[config.mk]
export PLATFORM = sky130hd
export DESIGN_NAME = acc_mem_arbiter
export DESIGN_NICKNAME = d
export VERILOG_FILES = /design/src/rtl/acc_mem_arbiter.sv
export SDC_FILE = /design/constraint.sdc
export NUM_CORES = 1
export LEC_CHECK = 0
export ABC_AREA = 1
export CAP_MARGIN = 0
export CORE_AREA = 8 8 524 526
export CTS_BUF_LIST = sky130_fd_sc_hd__clkbuf_16
export CTS_CLUSTER_SIZE = 16
export DETAILED_ROUTE_END_ITERATION = 7
export DIE_AREA = 0 0 532 534
export GPL_TIMING_DRIVEN = 0
export PLACE_DENSITY = 0.3
export SETUP_SLACK_MARGIN = 0.1
export SYNTH_ARGS = -nofsm -noshare
export SYNTH_HDL_FRONTEND = slang
export SYNTH_SLANG_ARGS = --single-unit
[constraint.sdc]
create_clock -name clk -period 2.7 [get_ports clk]
set_input_delay 0.81 -clock clk [delete_from_list [all_inputs] [get_ports clk]]
set_output_delay 0.81 -clock clk [all_outputs]
set_load 0.02 [all_outputs]
[src/rtl/acc_mem_arbiter.sv]
// Round-robin arbiter serialising accelerator read/write requests onto one
// single-ported data memory, returning a one-cycle done/valid pulse per op.
module acc_mem_arbiter #(
   parameter int NUM_ACC        = 4,
   parameter int ADDR_W         = 16,
   parameter int RD_DATA_W      = 512,
   parameter int WR_DATA_W      = 32,
   parameter int MEM_RD_LATENCY = 1
) (
   input  logic                          clk,
   input  logic                          rst_n,
   input  logic [NUM_ACC-1:0]            acc_rd_en,
   input  logic [NUM_ACC*ADDR_W-1:0]     acc_rd_addr,
   input  logic [NUM_ACC-1:0]            acc_wr_en,
   input  logic [NUM_ACC*ADDR_W-1:0]     acc_wr_addr,
   input  logic [NUM_ACC*WR_DATA_W-1:0]  acc_wr_data,
   output logic [NUM_ACC-1:0]            acc_rd_valid,
   output logic [RD_DATA_W-1:0]          acc_rd_data,
   output logic [NUM_ACC-1:0]            acc_wr_done,
   input  logic                          cpu_stall,
   output logic                          mem_rd_en,
   output logic [ADDR_W-1:0]             mem_rd_addr,
   input  logic [RD_DATA_W-1:0]          mem_rd_data,
   output logic                          mem_wr_en,
   output logic [ADDR_W-1:0]             mem_wr_addr,
   output logic [WR_DATA_W-1:0]          mem_wr_data,
   output logic [1:0]                    dbg_state,
   output logic [$clog2(NUM_ACC)-1:0]    dbg_rr_ptr
);

   localparam int PW = $clog2(NUM_ACC);
   localparam int LW = (MEM_RD_LATENCY > 1) ? $clog2(MEM_RD_LATENCY) : 1;

   typedef enum logic [1:0] {
      IDLE    = 2'd0,
      ISSUE   = 2'd1,
      RD_WAIT = 2'd2,
      RESP    = 2'd3
   } state_t;

   state_t                 state_q, state_d;
   logic [PW-1:0]          rr_ptr_q, rr_ptr_d;
   logic [PW-1:0]          gnt_q, gnt_d;
   logic                   op_wr_q, op_wr_d;
   logic [ADDR_W-1:0]      addr_q, addr_d;
   logic [WR_DATA_W-1:0]   wdata_q, wdata_d;
   logic [LW-1:0]          lat_cnt_q, lat_cnt_d;
   logic [RD_DATA_W-1:0]   rd_data_q, rd_data_d;

   logic [NUM_ACC-1:0]     req;
   logic [NUM_ACC-1:0]     gnt_oh;
   logic                   found;
   logic [PW-1:0]          pick;
   logic [PW-1:0]          cand;
   int                     idx;

   assign req    = acc_rd_en | acc_wr_en;
   assign gnt_oh = {{(NUM_ACC-1){1'b0}}, 1'b1} << gnt_q;

   // First requester at or after rr_ptr, wrapping modulo NUM_ACC.
   always_comb begin
      found = 1'b0;
      pick  = '0;
      cand  = '0;
      idx   = 0;
      for (int k = 0; k < NUM_ACC; k++) begin
         idx = int'(rr_ptr_q) + k;
         if (idx >= NUM_ACC) idx = idx - NUM_ACC;
         cand = PW'(idx);
         if (!found && req[cand]) begin
            found = 1'b1;
            pick  = cand;
         end
      end
   end

   always_comb begin
      state_d      = state_q;
      rr_ptr_d     = rr_ptr_q;
      gnt_d        = gnt_q;
      op_wr_d      = op_wr_q;
      addr_d       = addr_q;
      wdata_d      = wdata_q;
      lat_cnt_d    = lat_cnt_q;
      rd_data_d    = rd_data_q;
      mem_rd_en    = 1'b0;
      mem_wr_en    = 1'b0;
      acc_rd_valid = '0;
      acc_wr_done  = '0;
      case (state_q)
         IDLE: begin
            if (!cpu_stall && found) begin
               gnt_d    = pick;
               op_wr_d  = acc_wr_en[pick];
               addr_d   = acc_wr_en[pick] ? acc_wr_addr[int'(pick)*ADDR_W +: ADDR_W]
                                          : acc_rd_addr[int'(pick)*ADDR_W +: ADDR_W];
               wdata_d  = acc_wr_data[int'(pick)*WR_DATA_W +: WR_DATA_W];
               rr_ptr_d = (pick == PW'(NUM_ACC-1)) ? '0 : pick + PW'(1);
               state_d  = ISSUE;
            end
         end
         ISSUE: begin
            if (!cpu_stall) begin
               if (op_wr_q) begin
                  mem_wr_en = 1'b1;
                  state_d   = RESP;
               end else begin
                  mem_rd_en = 1'b1;
                  lat_cnt_d = '0;
                  state_d   = RD_WAIT;
               end
            end
         end
         RD_WAIT: begin
            // The memory op is already issued, so cpu_stall is ignored here.
            if (lat_cnt_q == LW'(MEM_RD_LATENCY-1)) begin
               rd_data_d = mem_rd_data;
               state_d   = RESP;
            end else begin
               lat_cnt_d = lat_cnt_q + LW'(1);
            end
         end
         RESP: begin
            if (op_wr_q) acc_wr_done  = gnt_oh;
            else         acc_rd_valid = gnt_oh;
            state_d = IDLE;
         end
         default: state_d = IDLE;
      endcase
   end

   always_ff @(posedge clk) begin
      if (!rst_n) begin
         state_q   <= IDLE;
         rr_ptr_q  <= '0;
         gnt_q     <= '0;
         op_wr_q   <= 1'b0;
         addr_q    <= '0;
         wdata_q   <= '0;
         lat_cnt_q <= '0;
         rd_data_q <= '0;
      end else begin
         state_q   <= state_d;
         rr_ptr_q  <= rr_ptr_d;
         gnt_q     <= gnt_d;
         op_wr_q   <= op_wr_d;
         addr_q    <= addr_d;
         wdata_q   <= wdata_d;
         lat_cnt_q <= lat_cnt_d;
         rd_data_q <= rd_data_d;
      end
   end

   assign mem_rd_addr = addr_q;
   assign mem_wr_addr = addr_q;
   assign mem_wr_data = wdata_q;
   assign acc_rd_data = rd_data_q;
   assign dbg_state   = state_q;
   assign dbg_rr_ptr  = rr_ptr_q;

endmodule

======== Yosys cells after proc, flatten, opt, wreduce, memory -nomap -nowiden ========
Index checks and enable logic that the tools add are counted.
word-level totals
  output and inout port bits .............. 590
  bits in registers ....................... 568
  word-level logic and storage cells ...... 97
  bits of input ports ..................... 779
operators by class
  shift operators ......................... 4
  multiplexer cells ....................... 43
  bitwise logic cells ..................... 2
  order comparisons ....................... 9
  equality and inequality tests ........... 8
  reduce and logical (&&, ||, !) cells .... 14
  $add $sub $neg .......................... 9
operators by type and width
  kind                                                                count
  variable part select 128 x 8 -> 32 bit                              1
  variable part select 64 x 7 -> 16 bit                               2
  2-to-1 mux 2 bit                                                    12
  2-to-1 mux 1 bit                                                    19
  2-to-1 mux 16 bit                                                   1
  2-to-1 mux 4 bit                                                    4
  less-than comparator 2 x 3 -> 1 bit (second input constant)         5
  binary-select mux 1 bit (select 2 bit)                              5
  greater-or-equal comparator 3 bit (second input constant)           3
  inequality test 2 bit (second input constant)                       4
  one-hot mux 2 bit (4 select lines)                                  1
  subtractor 2 x 1 -> 2 bit (second input constant)                   4
  adder 2 x 2 -> 3 bit (second input constant)                        2
  equality test 2 bit (second input constant)                         3
  AND reduction 3 bit                                                 2
  logical AND 1 bit                                                   4
  zero test 1 bit                                                     4
  bitwise OR 4 bit                                                    1
  AND reduction 2 bit                                                 2
  << shifter 1 x 2 -> 4 bit (first input constant)                    1
  adder 2 x 1 -> 3 bit (second input constant)                        1
  greater-or-equal comparator 2 x 3 -> 1 bit (second input constant)  1
  adder 2 x 1 -> 2 bit (second input constant)                        1
  equality test 2 x 1 -> 1 bit (second input constant)                1
  5 further kinds                                                     5

======== Longest topological paths before layout ========
  word-level depth ........................ 17
  depth in mapped cells ................... 22
  depth with buffers taken out ............ 19

======== Worst setup path before layout ========
OpenSTA, ideal clock, no wires.
  path kind ............................... input to register
  start ................................... input acc_rd_en[2]
  end ..................................... register addr_q[12], in the netlist mem_rd_addr[12]
  path slack .............................. 0.148 ns
  arrival ................................. 2.443 ns
  data required time ...................... 2.591 ns
  path buffers ............................ 2
  library setup time ...................... 0.109 ns
  stages on the path ...................... 20
  cells stage by stage .................... nor2_1 nand2_1 nand3_1 nand2_2 nor2_4 nand3_1 nand2_2 nand2_2 nand2_1 nand3_4 nand2_2 buf_6 buf_4 nand2_1 nand3_1 nand2_1 nand2_1 nand3_1 nand2_1 inv_1
between the ends
  longest elaborated chain between the ends .. 16
  elaborated cells on any way between the ends .. 30
  those cells by class .................... 2 x shift; 19 x mux; 1 x bitwise; 8 x reduce/logical
ends and longest elaborated chain
  item                                                                                             RTL line  text
  start: declaration                                                                               12        input logic [NUM_ACC-1:0] acc_rd_en,
  bitwise OR 4 bit (*)                                                                             57        assign req = acc_rd_en | acc_wr_en;
  parallel branches: the longest is 15 deep, another holds binary-select mux 1 bit (select 2 bit)  -
  end signal: assignment                                                                           147       addr_q <= addr_d;
  end: declaration                                                                                 45        logic [ADDR_W-1:0] addr_q, addr_d;
Mark *: on every way between the ends. The select of a mux whose other input is x is not followed.
A chain may end at the register's enable or synchronous reset.

======== Worst setup path in the final report ========
  start ................................... input acc_wr_en[1]
  end ..................................... register addr_q[12], in the netlist mem_rd_addr[12]
between the ends
  longest elaborated chain between the ends .. 16
  elaborated cells on any way between the ends .. 30
  those cells by class .................... 2 x shift; 19 x mux; 1 x bitwise; 8 x reduce/logical
ends and longest elaborated chain
  item                                                                       RTL line  text
  start: declaration                                                         14        input logic [NUM_ACC-1:0] acc_wr_en,
  parallel branches: the longest is 16 deep, another holds bitwise OR 4 bit  -
Parallel ways; which one is timed is not known. The select of a mux whose other input is x is not followed.

==> metrics.md <==
| Metric | Value |
|---|---|
| Worst-Skew Late Latency | 0.72 ns |
| Post-place setup slack | -1.96 ns |
| Part of the power in combinational logic | 0.553 |
| Synthesized flop and latch total | 567 |
| # hold bufs at CTS | 0 |
| NetSw | 0.0262 W |
| Netlist cell types | 30 |
| Worst slew margin | 0.246 |
| Post-Syn Instances | 3,113 |
| Max stage delay on crit path | 0.30 ns |
| Drt pass-1 iters | 7 |
| H-tree depth | 3 |
| Worst Reg-to-Reg Cells | 22 |
| CP startpoint kind | input port |
| DR iter-0 viols | 1,313 |
| Num Clock Sinks | 567 |
| Area Growth Syn to Fin | 99.5% |
| Crit Reg-Reg Endpoint | mem_rd_addr[12] |
| Reg-to-reg startpoint | dbg_rr_ptr[0] |
| DPL Wire Length | 180 mm |
| ANT nets after route | 0 |
| CP Capture Type | flip-flop |
| LEAKAGE | 19.8 nW |
| CP cell instances | dlygate4sd2_1 -> nor2_2 -> nand2_1 -> nand3_2 -> nand2_4 -> nor2_4 -> nand3_2 -> nand2_4 -> nand2_4 -> buf_12 -> buf_8 -> nand2_4 -> nand3_4 -> nand2_8 -> buf_12 -> buf_8 -> buf_12 -> nand2_2 -> nand3_2 -> nand3_1 -> nand3_2 -> nand2_1 -> inv_1 |
| RSZ-0062 raised after global routing | yes |
| Worst EP required | 3.35 ns |
| Leading area contributor after synthesis | dfxtp_1 |
| Initial antenna violation count | 104 |
| Mean Syn Cell Area | 7.17 um^2 |
| Synth cell count leaders | nor2_1 (1,105), o21ai_0 (611), dfxtp_1 (567) |
| Total CTS buffers | 83 |
| Min Hold Slack | 0.487 ns |
| Post-synth EDFFs | 0 |
| DRT Wirelength | 212 mm |
| # setup viols final | 0 |
| Placed cell count | 8,034 |
| Final GP Congestion | 0.866 |
| Synth top area share | 0.509 |
| Dominant cell by count in the synthesized netlist | nor2_1 |
| Peak supply drop | 0.416 mV |
| Critical path class | input port to flip-flop |
| Fmax | 377 MHz |
| Post-route setup TNS | 0 ns |
| Initial Util | 0.0838 |
| DRC | 0 |
| GRT Util Overall | 0.142 |
| Via-per-instance ratio | 3.32 |
| Final cycle utilization of the critical path | 0.982 |
| Non-Filler Instances | 8,245 |
| Final hold vios | 0 |
| Synth warnings | 0 |
| Core area | 266,000 um^2 |
| Hold endpoint | acc_rd_data[168] |
| Synth area leaders | dfxtp_1 (51%), nor2_1 (19%), o21ai_0 (14%) |
| Total number of vias | 27,346 |
| Share of cells above drive strength 1 | 0.117 |
| Clock Path Buffers | 3 |
| CTS tree | done |
| Switching share of power | 0.479 |
| Synth Cell Area | 22,300 um^2 |
| FP Rows | 190 |
| Largest net degree at the start of global routing | 20 |
| Net Count, Synth | 3,897 |
| Setup WS post-layout | 0.0492 ns |
| Hold path depth | 2 |
| Clock share of power | 0.203 |
| Status | finished, final reports clean |
| Actual slew at the worst max-slew pin | 1.13 ns |
| Die span in x | 532 um |
| # port buffers | 1,367 |
| First-pass GRT wire length | 276 mm |
| Register area share after synthesis | 0.509 |
| Die footprint | 284,000 um^2 |
| Top_reg_cell synth | dfxtp_1 |
| Hold_sp | acc_rd_data[168] |
| Worst path top cell family by delay | simple AND/OR/NAND/NOR gates |
| R2R Setup Slk | 0.12 ns |
| Crit path DAT | 3.31 ns |
| Grt total ovfl | 0 |
| Pwr Density | 1230 nW/um^2 |
| Crit Path Max Fanout | 7 |
| P_int | 0.0285 W |
| Hold Path Class | flip-flop to flip-flop |
| Critical-path top delay cell | dlygate4sd2_1 |
| WL/cell | 25.7 um |
| Nets | 5,385 |
| Max Cap Viol | 0 |
| Clk slew on worst S/H paths | 0.05 ns |
| Async set-reset flop share out of synthesis | 0 |
| Final setup skew | 0.0397 ns |
| Seq pwr share | 0.245 |
| IO Pins | 1,369 |
| Die height | 534 um |
| CP bufs+invs | 7 |
| Tmin final | 2.65 ns |
| Vias in the first global route | 28,468 |
| Root Driver | clkbuf_16 |
| Slew Viols, Final | 0 |
==> area by class of cell <==
type	instances	area, um^2
Clock buffer	84	2100
Buffer	241	1420
Clock inverter	69	576
Multi-Input combinational cell	2159	10300
Fill cell	30502	222000
Timing Repair Buffer	1405	13700
Sequential cell	567	11400
Antenna cell	24	60.1
Tap cell	3552	4440
Inverter	144	579
==> state kept, by name (all words and copies together), names as in the netlist <==
register and count:
acc_rd_data 512, dbg_state 2, gnt_q 2, op_wr_q 1
mem_rd_addr 16, mem_wr_data 32, dbg_rr_ptr 2
==> cells in the final DEF (no fill, tap or decap), types with 15 or more instances in the layout <==
cell             netlist  layout
dlygate4sd2_1          0     390
dfxtp_1              567     550
nor2_1              1105    1061
clkinv_1               1      27
clkdlybuf4s50_1        0     931
nor2_2                 1      32
o21bai_1              34      33
nand3_2                1      50
nand2_2                8      49
o22ai_1               32      17
buf_6                  5      17
buf_4                 21      47
nand2_4                0      15
clkbuf_2               0      66
diode_2                0      24
clkbuf_4               0      18
nand3_1              111      56
nor2_4                 2      15
o21ai_0              611     591
clkbuf_16              0      84
inv_1                138     147
nand2_1              233     175
clkbuf_1             196     100
==> how the worst max path moves through the flow <==
stage | endpoint | cells after the start | from
floorplan | mem_rd_addr[12] | 20 | acc_rd_en[2]
detailed placement | acc_rd_data[331] | 9 | dbg_state[0]
finish | mem_rd_addr[12] | 23 | acc_wr_en[1]
CTS | mem_wr_en | 6 | dbg_state[1]
global placement | acc_rd_data[296] | 6 | rst_n
global route | mem_rd_addr[13] | 24 | dbg_rr_ptr[0]
==> logic make-up after synthesis <==
| logic type | Yosys count | synth area share |
|---|---|---|
| buffers and inverters | 387 | 0.0718 |
| flip-flops | 567 | 0.509 |
| AO/OA/AOI/OAI | 686 | 0.160 |
| adder cells (fa/ha/maj) | 5 | 0.00280 |
| AND/OR/NAND/NOR | 1468 | 0.257 |
==> worst min-delay path, cell delays in order, from the launching register on <==
cell and delay (ns):
dfxtp_1 0.31, o21ai_0 0.07, nor2_1 0.07
==> power groups by stage <==
| stage | sequential (W) | clock, W | combinational [W] |
|---|---|---|---|
| finish | 0.0134 | 0.0111 | 0.0302 |
| global route | 0.0138 | 0.0119 | 0.0326 |
| CTS | 0.0135 | 0.0117 | 0.0300 |
| detailed placement | 0.0136 | 0 | 0.0285 |
| global placement | 0.0135 | 0 | 0.0288 |
| floorplan | 0.0167 | 0 | 0.00918 |
==> metrics by stage <==
stage | util | total power (W) | area, um^2
floorplan | - | 0.0259 | 22300
global placement | 0.152 | 0.0423 | 40400
detailed placement | 0.152 | 0.0421 | 40500
CTS | 0.165 | 0.0551 | 44000
global route | 0.167 | 0.0583 | 44500
finish | 0.167 | 0.0547 | 44500
==> layer usage <==
| layer | GRT usage | wire (um) | share of wire | up-vias |
|---|---|---|---|---|
| met5 | 0 | 392 | 0.0018 | - |
| met4 | 0.0219 | 2980 | 0.014 | 62 |
| met3 | 0.0716 | 23500 | 0.11 | 220 |
| met2 | 0.250 | 103000 | 0.48 | 1217 |
| met1 | 0.157 | 82500 | 0.39 | 12860 |
| li1 | - | - | - | 12987 |
==> what timing repair did <==
action                     CTS  global route
buffers inserted            23            11
gates resized for setup    865           169
hold endpoints to repair     0             0
gates cloned                 2             0
pin swaps                   76            44
setup endpoints to repair  983           144
Note: power is estimated with default switching activity, not from simulation.
